--- src/rtl/countdown_arbiter_if.sv ---
// Request/grant/status bundle between two countdown clients and the shared
// countdown_arbiter; clients drive the master side, the arbiter the slave side.
interface countdown_arbiter_if #(
    parameter int WIDTH = 4
);
    logic             req0;
    logic             req1;
    logic [WIDTH-1:0] len0;
    logic [WIDTH-1:0] len1;
    logic             gnt0;
    logic             gnt1;
    logic             done0;
    logic             done1;
    logic             busy;
    logic [WIDTH-1:0] count;

    modport master (
        output req0, req1, len0, len1,
        input  gnt0, gnt1, done0, done1, busy, count
    );

    modport slave (
        input  req0, req1, len0, len1,
        output gnt0, gnt1, done0, done1, busy, count
    );
endinterface

--- src/rtl/countdown_arbiter.sv ---
// Two-requester scheduler for one shared down counter: arbitrate, load, count to
// zero, pulse done. Define ROUND_ROBIN_EN for round-robin; default is fixed priority.
module countdown_arbiter #(
    parameter int WIDTH = 4
) (
    input  logic               clk,
    input  logic               reset,
    countdown_arbiter_if.slave bus
);
    typedef enum logic [1:0] {
        IDLE = 2'd0,
        RUN  = 2'd1,
        DONE = 2'd2
    } state_t;

    state_t           state_reg, state_next;
    logic [WIDTH-1:0] count_reg, count_next;
    logic [1:0]       gnt_reg, gnt_next;
    logic [1:0]       done_reg, done_next;
    logic             busy_reg, busy_next;
    logic [1:0]       req;
    logic             win;     // 1 selects requester 1

    assign req = {bus.req1, bus.req0};

`ifdef ROUND_ROBIN_EN
    logic last_reg, last_next;

    // On contention the requester that did not own the counter last wins.
    always_comb begin
        win = (req == 2'b11) ? ~last_reg : req[1];
    end

    always_comb begin
        last_next = last_reg;
        if (state_reg == IDLE && (|req)) begin
            last_next = win;
        end
    end

    always_ff @(posedge clk or negedge reset) begin
        if (!reset) begin
            last_reg <= 1'b1;
        end else begin
            last_reg <= last_next;
        end
    end
`else
    always_comb begin
        win = ~req[0];
    end
`endif

    always_comb begin
        state_next = state_reg;
        count_next = count_reg;
        gnt_next   = gnt_reg;
        done_next  = 2'b00;
        unique case (state_reg)
            IDLE: begin
                count_next = '1;
                gnt_next   = 2'b00;
                if (|req) begin
                    state_next = RUN;
                    count_next = win ? bus.len1 : bus.len0;
                    gnt_next   = win ? 2'b10 : 2'b01;
                end
            end
            RUN: begin
                if (count_reg != '0) begin
                    count_next = count_reg - 1'b1;
                end else begin
                    state_next = DONE;
                    done_next  = gnt_reg;
                end
            end
            DONE: begin
                state_next = IDLE;
                count_next = '1;
                gnt_next   = 2'b00;
            end
            default: begin
                state_next = IDLE;
                count_next = '1;
                gnt_next   = 2'b00;
            end
        endcase
        busy_next = (state_next != IDLE);
    end

    always_ff @(posedge clk or negedge reset) begin
        if (!reset) begin
            state_reg <= IDLE;
            count_reg <= '1;
            gnt_reg   <= 2'b00;
            done_reg  <= 2'b00;
            busy_reg  <= 1'b0;
        end else begin
            state_reg <= state_next;
            count_reg <= count_next;
            gnt_reg   <= gnt_next;
            done_reg  <= done_next;
            busy_reg  <= busy_next;
        end
    end

    assign bus.gnt0  = gnt_reg[0];
    assign bus.gnt1  = gnt_reg[1];
    assign bus.done0 = done_reg[0];
    assign bus.done1 = done_reg[1];
    assign bus.busy  = busy_reg;
    assign bus.count = count_reg;
endmodule

--- src/flat_wrapper.sv ---
// flat-port wrapper written by rule: the top's interface ports become plain ports
module countdown_arbiter_flat 
#(
    parameter int WIDTH = 4
)
  (clk, reset, bus_req0, bus_req1, bus_len0, bus_len1, bus_gnt0, bus_gnt1, bus_done0, bus_done1, bus_busy, bus_count);
  countdown_arbiter_if #(.WIDTH(WIDTH)) bus_i ();
  input  logic clk;
  input  logic reset;
  input wire logic [$bits(bus_i.req0)-1:0] bus_req0;
  input wire logic [$bits(bus_i.req1)-1:0] bus_req1;
  input wire logic [$bits(bus_i.len0)-1:0] bus_len0;
  input wire logic [$bits(bus_i.len1)-1:0] bus_len1;
  output wire logic [$bits(bus_i.gnt0)-1:0] bus_gnt0;
  output wire logic [$bits(bus_i.gnt1)-1:0] bus_gnt1;
  output wire logic [$bits(bus_i.done0)-1:0] bus_done0;
  output wire logic [$bits(bus_i.done1)-1:0] bus_done1;
  output wire logic [$bits(bus_i.busy)-1:0] bus_busy;
  output wire logic [$bits(bus_i.count)-1:0] bus_count;
  assign bus_i.req0 = bus_req0;
  assign bus_i.req1 = bus_req1;
  assign bus_i.len0 = bus_len0;
  assign bus_i.len1 = bus_len1;
  assign bus_gnt0 = bus_i.gnt0;
  assign bus_gnt1 = bus_i.gnt1;
  assign bus_done0 = bus_i.done0;
  assign bus_done1 = bus_i.done1;
  assign bus_busy = bus_i.busy;
  assign bus_count = bus_i.count;
  countdown_arbiter #(.WIDTH(WIDTH)) u_core (.clk(clk), .reset(reset), .bus(bus_i));
endmodule
--- config.mk ---
export PLATFORM = sky130hd
export DESIGN_NAME = countdown_arbiter_flat
export DESIGN_NICKNAME = d
export VERILOG_FILES = /design/src/rtl/countdown_arbiter_if.sv /design/src/rtl/countdown_arbiter.sv /design/src/flat_wrapper.sv
export SDC_FILE = /design/constraint.sdc
export NUM_CORES = 1
export LEC_CHECK = 0
export ABC_AREA = 1
export CAP_MARGIN = 20
export CELL_PAD_IN_SITES_DETAIL_PLACEMENT = 0
export CELL_PAD_IN_SITES_GLOBAL_PLACEMENT = 1
export CORE_MARGIN = 2
export CORE_UTILIZATION = 30
export DETAILED_ROUTE_END_ITERATION = 12
export GPL_TIMING_DRIVEN = 0
export PLACE_DENSITY_LB_ADDON = 0.2
export SYNTH_ARGS = -nofsm -noshare
export SYNTH_HDL_FRONTEND = slang
export SYNTH_SLANG_ARGS = --single-unit
--- constraint.sdc ---
create_clock -name clk -period 1.5 [get_ports clk]
set_clock_uncertainty 0.15 [all_clocks]
set_input_delay 0.3 -clock clk [delete_from_list [all_inputs] [get_ports clk]]
set_output_delay 0.3 -clock clk [all_outputs]
set_load 0.02 [all_outputs]
==> results of run 1 <==
worst paths after layout:
path                                       end  slack, ps  cells past startpoint
max                               bus_count[2]         50                      1
min                         u_core.done_reg[0]        200                      1
max reg2reg                u_core.bus.count[1]         90                      5
min reg2reg                u_core.bus.count[0]        330                      2
max in group asynchronous  u_core.bus.count[3]        650                      1
min in group clk           u_core.bus.count[0]        330                      2
layout make-up:
cell class | count | share of cell area
well taps | 27 | 0.0406
clock inverters | 1 | 0.00602
flip-flops and latches | 11 | 0.337
clock buffers | 3 | 0.0271
multi-input cells | 50 | 0.299
inverters | 18 | 0.0812
repair buffers | 20 | 0.209
logic make-up (layout without fill, tap and decap cells):
group / Yosys count / after routing / share of synthesized area
AND/OR/NAND/NOR: 39 / 39 / 0.294
buffers and inverters: 18 / 42 / 0.113
flip-flops: 11 / 11 / 0.470
AO/OA/AOI/OAI: 9 / 9 / 0.0817
adder cells (fa/ha/maj): 2 / 2 / 0.0419
Yosys cell counts:
library cell	number
o21ai_0	1
ha_1	2
nand2_2	1
nor2_2	3
o21ai_1	2
dfrtp_1	7
dfstp_2	4
nand2_1	17
inv_1	15
nand3_2	1
nor2_1	12
o22ai_1	3
nor2_4	1
nand3_1	4
inv_2	3
a21oi_1	3
power by group through the flow:
stage | registers, uW | logic (uW) | clock network [uW]
4_1_cts | 533 | 779 | 209
3_5_place_dp | 542 | 857 | 0
5_1_grt | 549 | 863 | 222
6_report | 529 | 762 | 205
3_3_place_gp | 537 | 848 | 0
2_1_floorplan | 656 | 424 | 0
through the flow:
stage	instance area (um2)	worst slack [ps]	TNS [ps]	instances
2_1_floorplan	597	71.0	0	79
3_3_place_gp	831	-90.1	-397	126
3_5_place_dp	831	-94.7	-412	126
4_1_cts	832	40.0	0	130
5_1_grt	832	-17.2	-17.2	130
6_report	832	47.9	0	130
what timing repair did:
item / 4_1_cts / 5_1_grt
gates resized for setup: 21 / 0
endpoints found under the setup margin: 9 / 1
cloned: 0 / 0
per-layer routing:
metal | global-route usage | vias up | share of wire
met3 | 0.0185 | 4 | 0.051
li1 | - | 290 | -
met2 | 0.180 | 16 | 0.47
met4 | 0.114 | 0 | 0.041
met1 | 0.123 | 237 | 0.44
met5 | 0 | - | 0
worst register-to-register path: cells and delay by family, from the launching register on:
| family | cells | cell delay [ps] |
|---|---|---|
| AND/OR/NAND/NOR | 1 | 130 |
| buffers and inverters | 1 | 90 |
| flip-flops | 1 | 540 |
| adder cells (fa/ha/maj) | 1 | 220 |
| AO/OA/AOI/OAI | 2 | 230 |
==> impl_metrics.ini, run 1 <==
[outcome]
status = finished clean

[critical_path]
cp_data_required_time_ps = 1050
cp_top_family = flip-flops
arrival_ps = 1000
crit_chain = buf_2
path_buf_inv = 1
cp-startpoint = u_core.bus.count[2]
worstSetupEndpointType = output pin
slowest_stage = dfstp_2
start_kind = flip-flop
path_max_fanout = 5
timing.rr.start = u_core.bus.count[0]
cpPeakStageDelay_ps = 560
criticalPathCategory = flip-flop to output pin

[grt]
grt_overflow = 0
grt_util_all_layers = 0.113
grt_pass1_vias = 485
grt_pass1_wl_um = 1930
antenna_found_initial = 0
grt_start_max_net_pins = 12

[synth]
yosysTopAreaCellShare = 0.294
seq_area_frac_synth = 0.470
yosysWarningCount = 0
avgSynthCellArea_um2 = 7.55
ys_top_cells_by_area = dfrtp_1 29%, dfstp_2 18%, nand2_1 11%, inv_1 9.4%, nor2_1 7.5%
synth_top_cell_by_area = dfrtp_1
synth_fp_nets = 93
syn-cell-area_um2 = 597
yosysUniqueCellTypes = 16
synth_cells = 79
ys_ff_latch = 11

[floorplanning]
coreArea_um2 = 1920
die_x_um = 48.6
num_io_pins = 21
die_h_um = 48.6
initial_utilization = 0.311
dieArea_um2 = 2360
rows = 16

[finish]
antenna_cells = 0
final_cell_mix = 17 x nand2_1, 15 x inv_1, 12 x nor2_1
final_layout_size_suffix_gt1_frac = 0.204
multi_input_area_um2 = 249
final_common_cell = nand2_1
final_net_count = 118
seqCellArea_um2 = 280
fin_util = 0.433
fillerInstances = 225
largest_reg_flops = 4
syn_to_final_growth_pct = 39.4

[sta]
slew_viol_final = 0
period_share = 0.968
fmax_mhz = 689
slew-limit-headroom = 0.680
final-setup-viol-count = 0
whs_ps = 195
worst_pin_slew_ps = 478
rsz0062_at_grt = true
fin_crit_ps = 1450
hold_viol_final = 0

[clocking]
root_buffer = clkbuf_4
numCtsBuffers = 3
clock_latency_ps = 270
cts_tree = yes
h-tree-depth = 1
cts_buffer_depth = 2
clkSinkCount = 11
ctsHoldBuffers = 0
post_cts_buffers = 0
clk_pin_slew_ps = 80

[power_and_ir_drop]
pwr-share-seq = 0.354
clkPwrFrac = 0.137
p_leak_uw = 0.000433
switching_power_uw = 658
combPwrFrac = 0.509
finalPower_uw = 1500
power_density_nw_per_um2 = 1800
switching_share = 0.440
ir_drop_mv = 0.592
internal-power_uw = 838

[flow_run]
drv_cap = 0

[detailed_routing]
vias_per_cell = 4.21
initialDrtViolationCount = 2
wl_um = 1150
vias = 547
drtPass1Iterations = 2
drcViolationCount = 0
drt-wirelength-per-cell_um = 8.82
antenna_left = 0

[place]
port_buffers = 20
hpwl_um = 934
gp_congestion = 0.767

[hold_path]
hold_path.class = primary input to async pin
(Power assumes the default switching activity.)
==> run 2: changes to the inputs <==
--- a/config.mk
+++ b/config.mk
@@ -9,7 +9,7 @@
 export CAP_MARGIN = 20
 export CELL_PAD_IN_SITES_DETAIL_PLACEMENT = 0
 export CELL_PAD_IN_SITES_GLOBAL_PLACEMENT = 1
-export CORE_MARGIN = 2
+export CORE_MARGIN = 1
 export CORE_UTILIZATION = 30
 export DETAILED_ROUTE_END_ITERATION = 12
 export GPL_TIMING_DRIVEN = 0
==> impl_metrics.ini, run 2 (same netlist as run 1, synthesis figures left out) <==
[power_and_ir_drop]
pwr-share-seq = 0.354
internal-power_uw = 837
power_density_nw_per_um2 = 1800
switching_power_uw = 654
clkPwrFrac = 0.136
ir_drop_mv = 0.702
combPwrFrac = 0.510
switching_share = 0.439
p_leak_uw = 0.000433
finalPower_uw = 1490

[sta]
hold_viol_final = 0
rsz0062_at_grt = false
tns_ps = 0
fin_crit_ps = 1450
period_share = 0.964
slew-limit-headroom = 0.689
worst_pin_slew_ps = 466
slew_viol_final = 0
final-setup-viol-count = 0
fmax_mhz = 692

[critical_path]
cp_top_family = flip-flops
cpPeakStageDelay_ps = 560
crit_chain = buf_2
worstSetupEndpointType = output pin
start_kind = flip-flop
slowest_stage = dfstp_2
arrival_ps = 1000
criticalPathCategory = flip-flop to output pin
cp_data_required_time_ps = 1050
path_max_fanout = 5
path_buf_inv = 1

[finish]
final_cell_mix = 17 x nand2_1, 15 x inv_1, 12 x nor2_1
fin_util = 0.460
final_net_count = 118
antenna_cells = 0
design_area_um2 = 830
final_cells = 128
largest_reg_flops = 4
final_common_cell = nand2_1
syn_to_final_growth_pct = 39.0
final_layout_size_suffix_gt1_frac = 0.204

[floorplanning]
die_h_um = 46.6
die_x_um = 46.6
initial_utilization = 0.331
dieArea_um2 = 2170
coreArea_um2 = 1800
num_io_pins = 21
rows = 15

[detailed_routing]
antenna_left = 0
wl_um = 1110
drt-wirelength-per-cell_um = 8.70
initialDrtViolationCount = 4
vias = 535
drcViolationCount = 0
vias_per_cell = 4.18
drtPass1Iterations = 4

[clocking]
cts_buffer_depth = 2
cts_tree = yes
clkSinkCount = 11
post_cts_buffers = 0
clock_latency_ps = 270
root_buffer = clkbuf_4
clk_pin_slew_ps = 80
h-tree-depth = 1
numCtsBuffers = 3

[place]
placed_cells = 124
port_buffers = 20
place_area_um2 = 828
hpwl_um = 914
gp_congestion = 0.697

[flow_run]
drv_cap = 0

[grt]
grt_start_max_net_pins = 12
grt_pass1_vias = 486
grt_pass1_wl_um = 1930
antenna_found_initial = 0
grt_overflow = 0
grt_util_all_layers = 0.129

[outcome]
status = finished clean

[hold_path]
hold_path.class = primary input to async pin
==> run 2: final cells by class <==
class / instances / area (um2)
Multi-Input combinational cell: 50 / 249
Timing Repair Buffer: 20 / 174
Tap cell: 25 / 31.3
Inverter: 18 / 67.6
Clock inverter: 1 / 5.00
Sequential cell: 11 / 280
Clock buffer: 3 / 22.5
Fill cell: 208 / 972
==> run 2: routing by layer <==
layer,vias up,global-route usage,wire [um]
met5,-,0,0
met4,0,0.0882,18
met3,2,0.0118,40
met2,13,0.194,509
met1,230,0.171,547
li1,290,-,-
==> run 2: worst paths after layout <==
kind	slack (ps)	endpoint	from	depth (start not counted)
max	50	bus_count[2]	u_core.bus.count[2]	1
min	190	u_core.bus.busy	reset	1
max reg2reg	90	u_core.bus.count[2]	u_core.bus.count[0]	8
min reg2reg	330	u_core.bus.count[0]	u_core.bus.count[0]	2
max in group asynchronous	650	u_core.bus.count[0]	reset	1
min in group clk	330	u_core.bus.count[0]	u_core.bus.count[0]	2
==> run 2: repair_timing <==
item / 4_1_cts / 5_1_grt
hold buffers: 0 / 0
gates resized for setup: 21 / 0
pin swaps: 0 / 1
setup endpoints to repair: 9 / 1
==> run 2: power groups by stage <==
stage	clock network, uW	registers, uW	logic, uW
final	203	528	760
after global routing	222	544	857
after CTS	204	530	772
after detailed placement	0	540	848
after global placement	0	537	845
after floorplan	0	656	424
==> run 2: metrics by stage <==
step / worst slack (ps) / hold slack, ps
2_1_floorplan: 71.0 / -146
3_3_place_gp: -89.9 / 319
3_5_place_dp: -90.1 / 321
4_1_cts: 48.9 / 220
5_1_grt: 8.54 / 232
6_report: 54.2 / 195
